[src/rtl/lif_neuron_array.sv]
// rtl/lif_neuron_array.sv - array of leaky integrate-and-fire neurons sharing one input current
// Optional refractory counters enabled by defining LIF_REFRACTORY_EN.
module lif_neuron_array #(
  parameter int NUM_NEURONS   = 8,
  parameter int IN_W          = 8,
  parameter int STATE_W       = 8,
  parameter int LEAK_SHIFT    = 1,
  parameter int THRESH_INIT   = 200,
  parameter int BIAS_BASE     = 10,
  parameter int BIAS_STEP     = 1,
  parameter int REFRAC_CYCLES = 3,
  localparam int SEL_W = (NUM_NEURONS > 1) ? $clog2(NUM_NEURONS) : 1
) (
  input  logic                   i_clk,
  input  logic                   i_reset,
  input  logic                   i_step_en,
  input  logic [IN_W-1:0]        i_current,
  input  logic                   i_thresh_wr,
  input  logic [STATE_W-1:0]     i_thresh_in,
  input  logic [SEL_W-1:0]       i_sel,
  output logic [STATE_W-1:0]     o_state_out,
  output logic [NUM_NEURONS-1:0] o_spikes,
  output logic                   o_spike_any
);

  localparam int IW = ((STATE_W > IN_W) ? STATE_W : IN_W) + 2;
  localparam logic [IW-1:0] SAT_MAX = IW'((2 ** STATE_W) - 1);

  logic [STATE_W-1:0]     r_state [NUM_NEURONS];
  logic [STATE_W-1:0]     r_thresh;
  logic [STATE_W-1:0]     r_state_out;
  logic [NUM_NEURONS-1:0] r_spikes;
  logic                   r_spike_any;

  logic [NUM_NEURONS-1:0] w_refr;
  logic [NUM_NEURONS-1:0] w_fire;
  logic [IW-1:0]          w_in    [NUM_NEURONS];
  logic [IW-1:0]          w_sum   [NUM_NEURONS];
  logic [IW-1:0]          w_sat   [NUM_NEURONS];
  logic [STATE_W-1:0]     w_next  [NUM_NEURONS];
  logic [STATE_W-1:0]     w_upd   [NUM_NEURONS];
  logic [STATE_W-1:0]     w_sel_state;
  logic [STATE_W-1:0]     w_thresh_new;

`ifdef LIF_REFRACTORY_EN
  logic [3:0] r_refrac [NUM_NEURONS];

  always_ff @(posedge i_clk) begin
    if (i_reset) begin
      for (int i = 0; i < NUM_NEURONS; i++) r_refrac[i] <= '0;
    end else if (i_step_en) begin
      for (int i = 0; i < NUM_NEURONS; i++) begin
        if (w_refr[i])      r_refrac[i] <= r_refrac[i] - 4'd1;
        else if (w_fire[i]) r_refrac[i] <= 4'(REFRAC_CYCLES);
      end
    end
  end

  always_comb begin
    w_refr = '0;
    for (int i = 0; i < NUM_NEURONS; i++) w_refr[i] = (r_refrac[i] != 4'd0);
  end
`else
  always_comb w_refr = '0;
`endif

  // Internal width has two spare bits so leak+input never overflows before saturation.
  always_comb begin
    w_fire = '0;
    w_sel_state = '0;
    for (int i = 0; i < NUM_NEURONS; i++) begin
      w_in[i]   = w_refr[i] ? '0
                : IW'(i_current) + IW'(BIAS_BASE) + IW'(i * BIAS_STEP);
      w_sum[i]  = IW'(r_state[i]) - (IW'(r_state[i]) >> LEAK_SHIFT) + w_in[i];
      w_sat[i]  = (w_sum[i] > SAT_MAX) ? SAT_MAX : w_sum[i];
      w_fire[i] = !w_refr[i] && (w_sat[i] >= IW'(r_thresh));
      w_next[i] = w_fire[i] ? STATE_W'(w_sat[i] - IW'(r_thresh)) : STATE_W'(w_sat[i]);
      w_upd[i]  = i_step_en ? w_next[i] : r_state[i];
      if (SEL_W'(i) == i_sel) w_sel_state = w_upd[i];
    end
  end

  assign w_thresh_new = (i_thresh_in == '0) ? STATE_W'(1) : i_thresh_in;

  always_ff @(posedge i_clk) begin
    if (i_reset) begin
      for (int i = 0; i < NUM_NEURONS; i++) r_state[i] <= '0;
      r_spikes    <= '0;
      r_spike_any <= 1'b0;
      r_state_out <= '0;
      r_thresh    <= STATE_W'(THRESH_INIT);
    end else begin
      if (i_step_en) begin
        for (int i = 0; i < NUM_NEURONS; i++) r_state[i] <= w_next[i];
        r_spikes    <= w_fire;
        r_spike_any <= |w_fire;
      end else begin
        r_spikes    <= '0;
        r_spike_any <= 1'b0;
      end
      // Readout shows the state as it will be after this edge.
      r_state_out <= w_sel_state;
      if (i_thresh_wr) r_thresh <= w_thresh_new;
    end
  end

  assign o_state_out = r_state_out;
  assign o_spikes    = r_spikes;
  assign o_spike_any = r_spike_any;

endmodule
[config.mk]
export PLATFORM = sky130hd
export DESIGN_NAME = lif_neuron_array
export DESIGN_NICKNAME = d
export VERILOG_FILES = /design/src/rtl/lif_neuron_array.sv
export SDC_FILE = /design/constraint.sdc
export NUM_CORES = 1
export LEC_CHECK = 0
export CAP_MARGIN = 10
export CORE_ASPECT_RATIO = 1.4
export CORE_MARGIN = 5
export CORE_UTILIZATION = 70
export DETAILED_ROUTE_END_ITERATION = 16
export GPL_TIMING_DRIVEN = 0
export HOLD_SLACK_MARGIN = 0.1
export PLACE_DENSITY = 0.95
export SLEW_MARGIN = 5
export SYNTH_ARGS = -nofsm -noshare
export SYNTH_HDL_FRONTEND = slang
export SYNTH_SLANG_ARGS = --single-unit
[constraint.sdc]
create_clock -name i_clk -period 11.3 [get_ports i_clk]
set_input_delay 1.695 -clock i_clk [delete_from_list [all_inputs] [get_ports i_clk]]
set_output_delay 1.695 -clock i_clk [all_outputs]
set_load 0.05 [all_outputs]
==> results.yml, run 1 <==
timing:
  hold_viol: 0
  finalSetupViolCount: 0
  finalSetupTns_ns: 0
  finClkSkew_ns: 0.01519
  fin_crit_ns: 9.231
  slew_violations: 0
  maxSlewHeadroom_pct: 29.91
  tightest_slew_ns: 1.051
  finalCritPeriodShare_pct: 81.69
  grt_setup_unrepaired: "false"
  fmax_mhz: 108.3
routing:
  ant_nets: 0
  vias: 14433
  vias_per_cell: 6.860
  wl_per_cell_um: 22.21
  drtIter0Drc: 1502
  drc_errors: 0
  drt_wl_total_mm: 46.74
  dr.pass1.iters: 9
floorplan:
  die_h_um: 179.2
  core_um2: 20320
  die_w_um: 130.9
  row_count: 62
  ioPinCount: 40
  die_area_um2: 23450
  start_util_pct: 70.43
synth:
  ys_types: 81
  synth_nets: 2094
  ys_seq_area_share_pct: 16.92
  synth_seq_cells: 89
  synth_area_um2: 14310
  syn_area_per_cell_um2: 7.997
  synth-async-reset-ratio_pct: 0
  yosys_warnings: 0
  synth_edf_count: 64
  synthFlopType: "edfxtp_1"
  synthCells: 1790
hold_path:
  hp-start: "r_thresh[4]"
  hold_class: "flop to flop"
  hold_end: "r_thresh[4]"
  whs_path_depth: 2
global_route:
  grt_max_degree: 46
  grt_pass1_vias: 14402
  antenna_found_initial: 0
  grt_use_total_pct: 39.92
  grt_overflow: 0
  grt_pass1_wl_mm: 72.07
clock_network:
  ctsLongestPathBuffers: 2
  cts_tree: "yes"
  clockRootBuffer: "clkbuf_16"
  cts_hold_buf: 0
  htree_levels: 3
  numCtsBuffers: 9
  path_clk_slew_ns: 0.08
  insertion_delay_ns: 0.37
  cts_setup_buffers: 0
  post_cts_resized: 0
  cts.sinks: 89
worst_setup_path:
  cp-end-kind: "flop"
  path_max_fanout: 10
  critPathLaunchType: "primary input"
  r2r_slack_ns: 3.54
  r2r-end: "o_state_out[0]"
  reg2regPathDepth: 31
  required_ns: 11.50
  critical_path_class: "primary input to flop"
  reg2reg_from: "r_state[0][26]"
  cp.arrival_ns: 9.44
layout:
  multiInputGateArea_um2: 11160
  postLayoutCoreUtil_pct: 75.79
  area_delta_synth_final_pct: 7.613
  fillCellCount: 1510
  final_nets: 2146
  register_area_um2: 2422
  drive_above_1_share_pct: 3.573
placed_design:
  numPortBuffers: 35
  gp_congestion: 1.022
  place_hpwl_mm: 36.91
status:
  status: "finished, final reports clean"
job:
  drv_cap: 0
cells in the mapped netlist, drive strengths merged (13+ instances only):
library cell	count	area, um^2
dfxtp	25	500.5
a31oi	19	118.9
or2	13	81.33
a211oi	36	280.3
edfxtp	64	1922
clkbuf	40	150.1
and2	22	137.6
inv	154	578.1
nand2b	35	219.0
xnor2	74	648.1
a21o	55	412.9
ha	257	3216
and3	15	93.84
o21bai	16	120.1
nor2	179	671.9
o21a	33	247.7
o211ai	15	117.6
nand2	133	506.7
nor3	31	165.2
a21boi	13	97.59
a21oi	137	685.7
fa	24	480.5
nand3	25	125.1
o21ai	107	546.8
nor2b	34	212.7
xor2	60	525.5
metal layers:
| metal | global-route usage (%) | share of wire, % |
|---|---|---|
| met5 | 0 | 0 |
| met4 | 36.32 | 11 |
| met3 | 9.419 | 8.8 |
| met2 | 65.25 | 46 |
| met1 | 41.67 | 34 |
critical path, cell delays in order:
cell and delay, ns:
clkdlybuf4s50_1 0.92, ha_1 0.36, o21ai_0 0.17, xnor2_2 0.50, buf_8 0.23, ha_1 0.25, ha_1 0.36, o21ai_0 0.16
o21a_1 0.20, nor2_1 0.19, a22oi_1 0.11, o211ai_2 0.47, clkbuf_1 0.43, and2_1 0.20, ha_1 0.14, inv_1 0.06
fa_1 0.43, a21oi_1 0.19, o211ai_1 0.11, a41oi_1 0.37, clkbuf_1 0.42, and3_1 0.25, o32ai_1 0.11, a2111oi_0 0.91
o31ai_1 0.21
cell type report:
type	instances	share of cell area (%)
diodes	1	0.01624
plain buffers	51	1.324
clock buffers	9	1.462
clock inverters	7	0.3330
inverters	154	3.752
multi-input cells	1496	72.42
flip-flops and latches	89	15.72
well taps	256	2.079
repair buffers	41	2.891
sequential cells by signal, indices dropped and copies added, names as in the netlist:
name and cells:
r_state 64, o_spike_any 1, o_state_out 8, r_thresh 8
o_spikes 8
metrics by stage:
step	hold WS (ns)	worst slack, ns	area [um^2]	instances
floorplan	0.4604	4.504	14320	1790
global placement	0.4774	1.346	14990	2081
detailed placement	0.4820	2.091	15130	2087
CTS	0.4996	2.432	15400	2103
global route	0.5341	1.813	15400	2103
finish	0.4965	2.069	15400	2104
how the worst max path moves through the flow:
stage | from | endpoint | slack, ns | cells after the start
finish | i_current[1] | o_state_out[0] | 2.07 | 25
global route | i_current[1] | o_state_out[4] | 1.81 | 26
CTS | i_current[1] | o_state_out[4] | 2.43 | 26
detailed placement | i_current[1] | o_state_out[4] | 2.09 | 26
global placement | i_current[1] | o_state_out[4] | 1.35 | 25
floorplan | i_current[1] | r_state[1][4] | 4.50 | 24
cells by family (layout without fill, tap and decap cells):
kind of cell | Yosys count | count (layout) | synth area share [%]
xor+xnor | 134 | 134 | 8.199
mux | 14 | 14 | 0.9964
simple gates | 521 | 521 | 17.11
fa+ha+maj | 281 | 281 | 25.82
flops | 89 | 89 | 16.92
other cells | 0 | 1 | 0
compound gates | 546 | 546 | 25.49
buf+inv | 205 | 262 | 5.463
cell usage in the layout (no fill, tap or decap), drive strengths merged, types with 7 or more instances in the layout:
| cell type | n |
|---|---|
| ha | 257 |
| nor2 | 179 |
| inv | 158 |
| a21oi | 137 |
| nand2 | 133 |
| o21ai | 107 |
| xnor2 | 74 |
| edfxtp | 64 |
| xor2 | 60 |
| a21o | 55 |
| clkbuf | 49 |
| a211oi | 36 |
| nand2b | 35 |
| clkdlybuf4s50 | 35 |
| nor2b | 34 |
| o21a | 33 |
| nor3 | 31 |
| nand3 | 25 |
| dfxtp | 25 |
| fa | 24 |
| and2 | 22 |
| a31oi | 19 |
| buf | 17 |
| o21bai | 16 |
| and3 | 15 |
| o211ai | 15 |
| a21boi | 13 |
| or2 | 13 |
| mux2i | 12 |
| a311oi | 12 |
| o31ai | 10 |
| nand4 | 9 |
| or3 | 8 |
| nor4 | 7 |
Power of run 1 is left out: the tool's default activity adds up to more than one toggle a clock period on the data nets, which glitch-free logic cannot reach.
==> inputs of run 2 (changes only) <==
CORE_UTILIZATION = 59   (was 70)
PLACE_DENSITY = 0.87   (was 0.95)
clock period = 7.55 ns   (was 11.3 ns; I/O delays follow)
==> run 2 against run 1 <==
  * Hold slack got worse by 0.0027 ns
  * Sequential cell count did not move
  * Final cell count rose by 2.7%
  * Clock skew fell by 0.0027 ns
==> results.yml, run 2 (synthesis gave the netlist of run 1 again) <==
timing:
  finalCritPeriodShare_pct: 96.33
  hold_viol: 0
  fmax_mhz: 137.5
  slew_violations: 0
  finalSetupViolCount: 0
  tightest_slew_ns: 1.057
  fin_crit_ns: 7.273
  finClkSkew_ns: 0.01250
  maxSlewHeadroom_pct: 29.47
  worst_slack_ns: 0.2768
placed_design:
  place_hpwl_mm: 37.63
  placed_area_um2: 15200
  pre_cts_slack_ns: -0.9109
  numPortBuffers: 35
  gp_congestion: 1.034
clock_network:
  path_clk_slew_ns: 0.07
  htree_levels: 3
  ctsLongestPathBuffers: 2
  numCtsBuffers: 9
  cts_hold_buf: 0
  cts.sinks: 89
  cts_tree: "yes"
  clockRootBuffer: "clkbuf_16"
  insertion_delay_ns: 0.37
global_route:
  grt_max_degree: 57
  grt_pass1_wl_mm: 74.02
  antenna_found_initial: 0
  grt_overflow: 0
  grt_use_total_pct: 34.00
  grt_pass1_vias: 14282
floorplan:
  die_w_um: 141.6
  row_count: 67
  die_area_um2: 27520
  core_um2: 23980
  ioPinCount: 40
  die_h_um: 194.3
  start_util_pct: 59.71
status:
  status: "finished, final reports clean"
worst_setup_path:
  cp.arrival_ns: 7.47
  crit_path_max_incr_delay_ns: 0.63
  reg2regPathDepth: 29
  required_ns: 7.75
  path_cells: "clkdlybuf4s50_1 -> a21o_1 -> nand3_1 -> xnor2_4 -> buf_4 -> buf_8 -> ha_1 -> ha_1 -> or2_2 -> a311oi_2 -> mux2i_1 -> or2_1 -> clkbuf_1 -> nand2_1 -> ha_1 -> and3_1 -> a21boi_0 -> o21ai_2 -> clkbuf_1 -> a21oi_1 -> a221o_1 -> a211oi_2 -> o22ai_1"
  cp-end-kind: "flop"
  path_max_fanout: 10
  critPathLaunchType: "primary input"
  critical_path_class: "primary input to flop"
  crit_path_frequent_cell: "ha_1"
  crit_path_top_delay_cell: "clkdlybuf4s50_1"
job:
  drv_cap: 0
layout:
  fillCellCount: 2060
  multiInputGateArea_um2: 11280
  postLayoutCoreUtil_pct: 65.32
  drive_above_1_share_pct: 5.078
  area_delta_synth_final_pct: 9.396
  final_nets: 2150
  diodes: 0
  largest_register_ffs: 64
  layout_common_cells: "ha_1 (256), nor2_1 (179), inv_1 (153)"
  final_cell_area_um2: 15660
  register_area_um2: 2422
  top_register: "r_state"
  layout_commonest_cell: "ha_1"
hold_path:
  hold_class: "flop to flop"
  whs_path_depth: 2
routing:
  vias: 14253
  drc_errors: 0
  drtIter0Drc: 1241
  dr.pass1.iters: 6
  drt_wl_total_mm: 48.01
  ant_nets: 0
  wl_per_cell_um: 22.22
  vias_per_cell: 6.596
## run 2: per-layer routing
layer / share of wire [%] / wire [um] / GRT usage, % / vias to the layer above
li1: - / - / - / 6609
met1: 35 / 17030 / 37.21 / 6673
met2: 47 / 22750 / 57.63 / 715
met3: 7.5 / 3617 / 5.629 / 256
met4: 9.6 / 4609 / 26.49 / 0
met5: 0 / 0 / 0 / -
## run 2: final timing paths
kind | start | end | slack [ns]
setup / recovery | i_current[3] | o_state_out[4] | 0.28
hold / removal | r_thresh[5] | r_thresh[5] | 0.49
setup reg to reg | r_state[1][9] | o_state_out[4] | 0.32
hold reg to reg | r_thresh[5] | r_thresh[5] | 0.49
## run 2: layout make-up
cell class	instances	area share (%)
multi-input cells	1496	72.02
flip-flops and latches	89	15.47
inverters	154	3.691
repair buffers	48	3.196
well taps	310	2.477
clock buffers	12	1.510
plain buffers	48	1.294
clock inverters	4	0.3436
## run 2: critical path: cells and delay by family
kind | cells | cell delay [ns]
xor+xnor | 1 | 0.20
fa+ha+maj | 3 | 1.01
simple gates | 5 | 0.99
compound gates | 8 | 2.17
buf+inv | 5 | 1.63
mux | 1 | 0.32
## run 2: metrics by stage
stage | hold WS (ns) | cells | TNS, ns
2_1_floorplan | 0.4604 | 1790 | 0
3_3_place_gp | 0.4753 | 2135 | -83.72
3_5_place_dp | 0.4834 | 2141 | -20.56
4_1_cts | 0.4997 | 2159 | -0.01438
5_1_grt | 0.5393 | 2161 | -0.001517
6_report | 0.4938 | 2161 | 0
## run 2: repair_timing
item                       4_1_cts  5_1_grt
resized for setup                8       35
pin swaps                        2        3
setup buffers                    2        5
setup endpoints to repair       35       27
Power of run 2 is left out for the same reason.
==> inputs of run 3 (changes only) <==
CTS_CLUSTER_SIZE = 16   (was unset)
==> results of run 3 <==
Final layout, timing and power as in run 2 (identical DEF).
Power of run 3 is left out for the same reason.
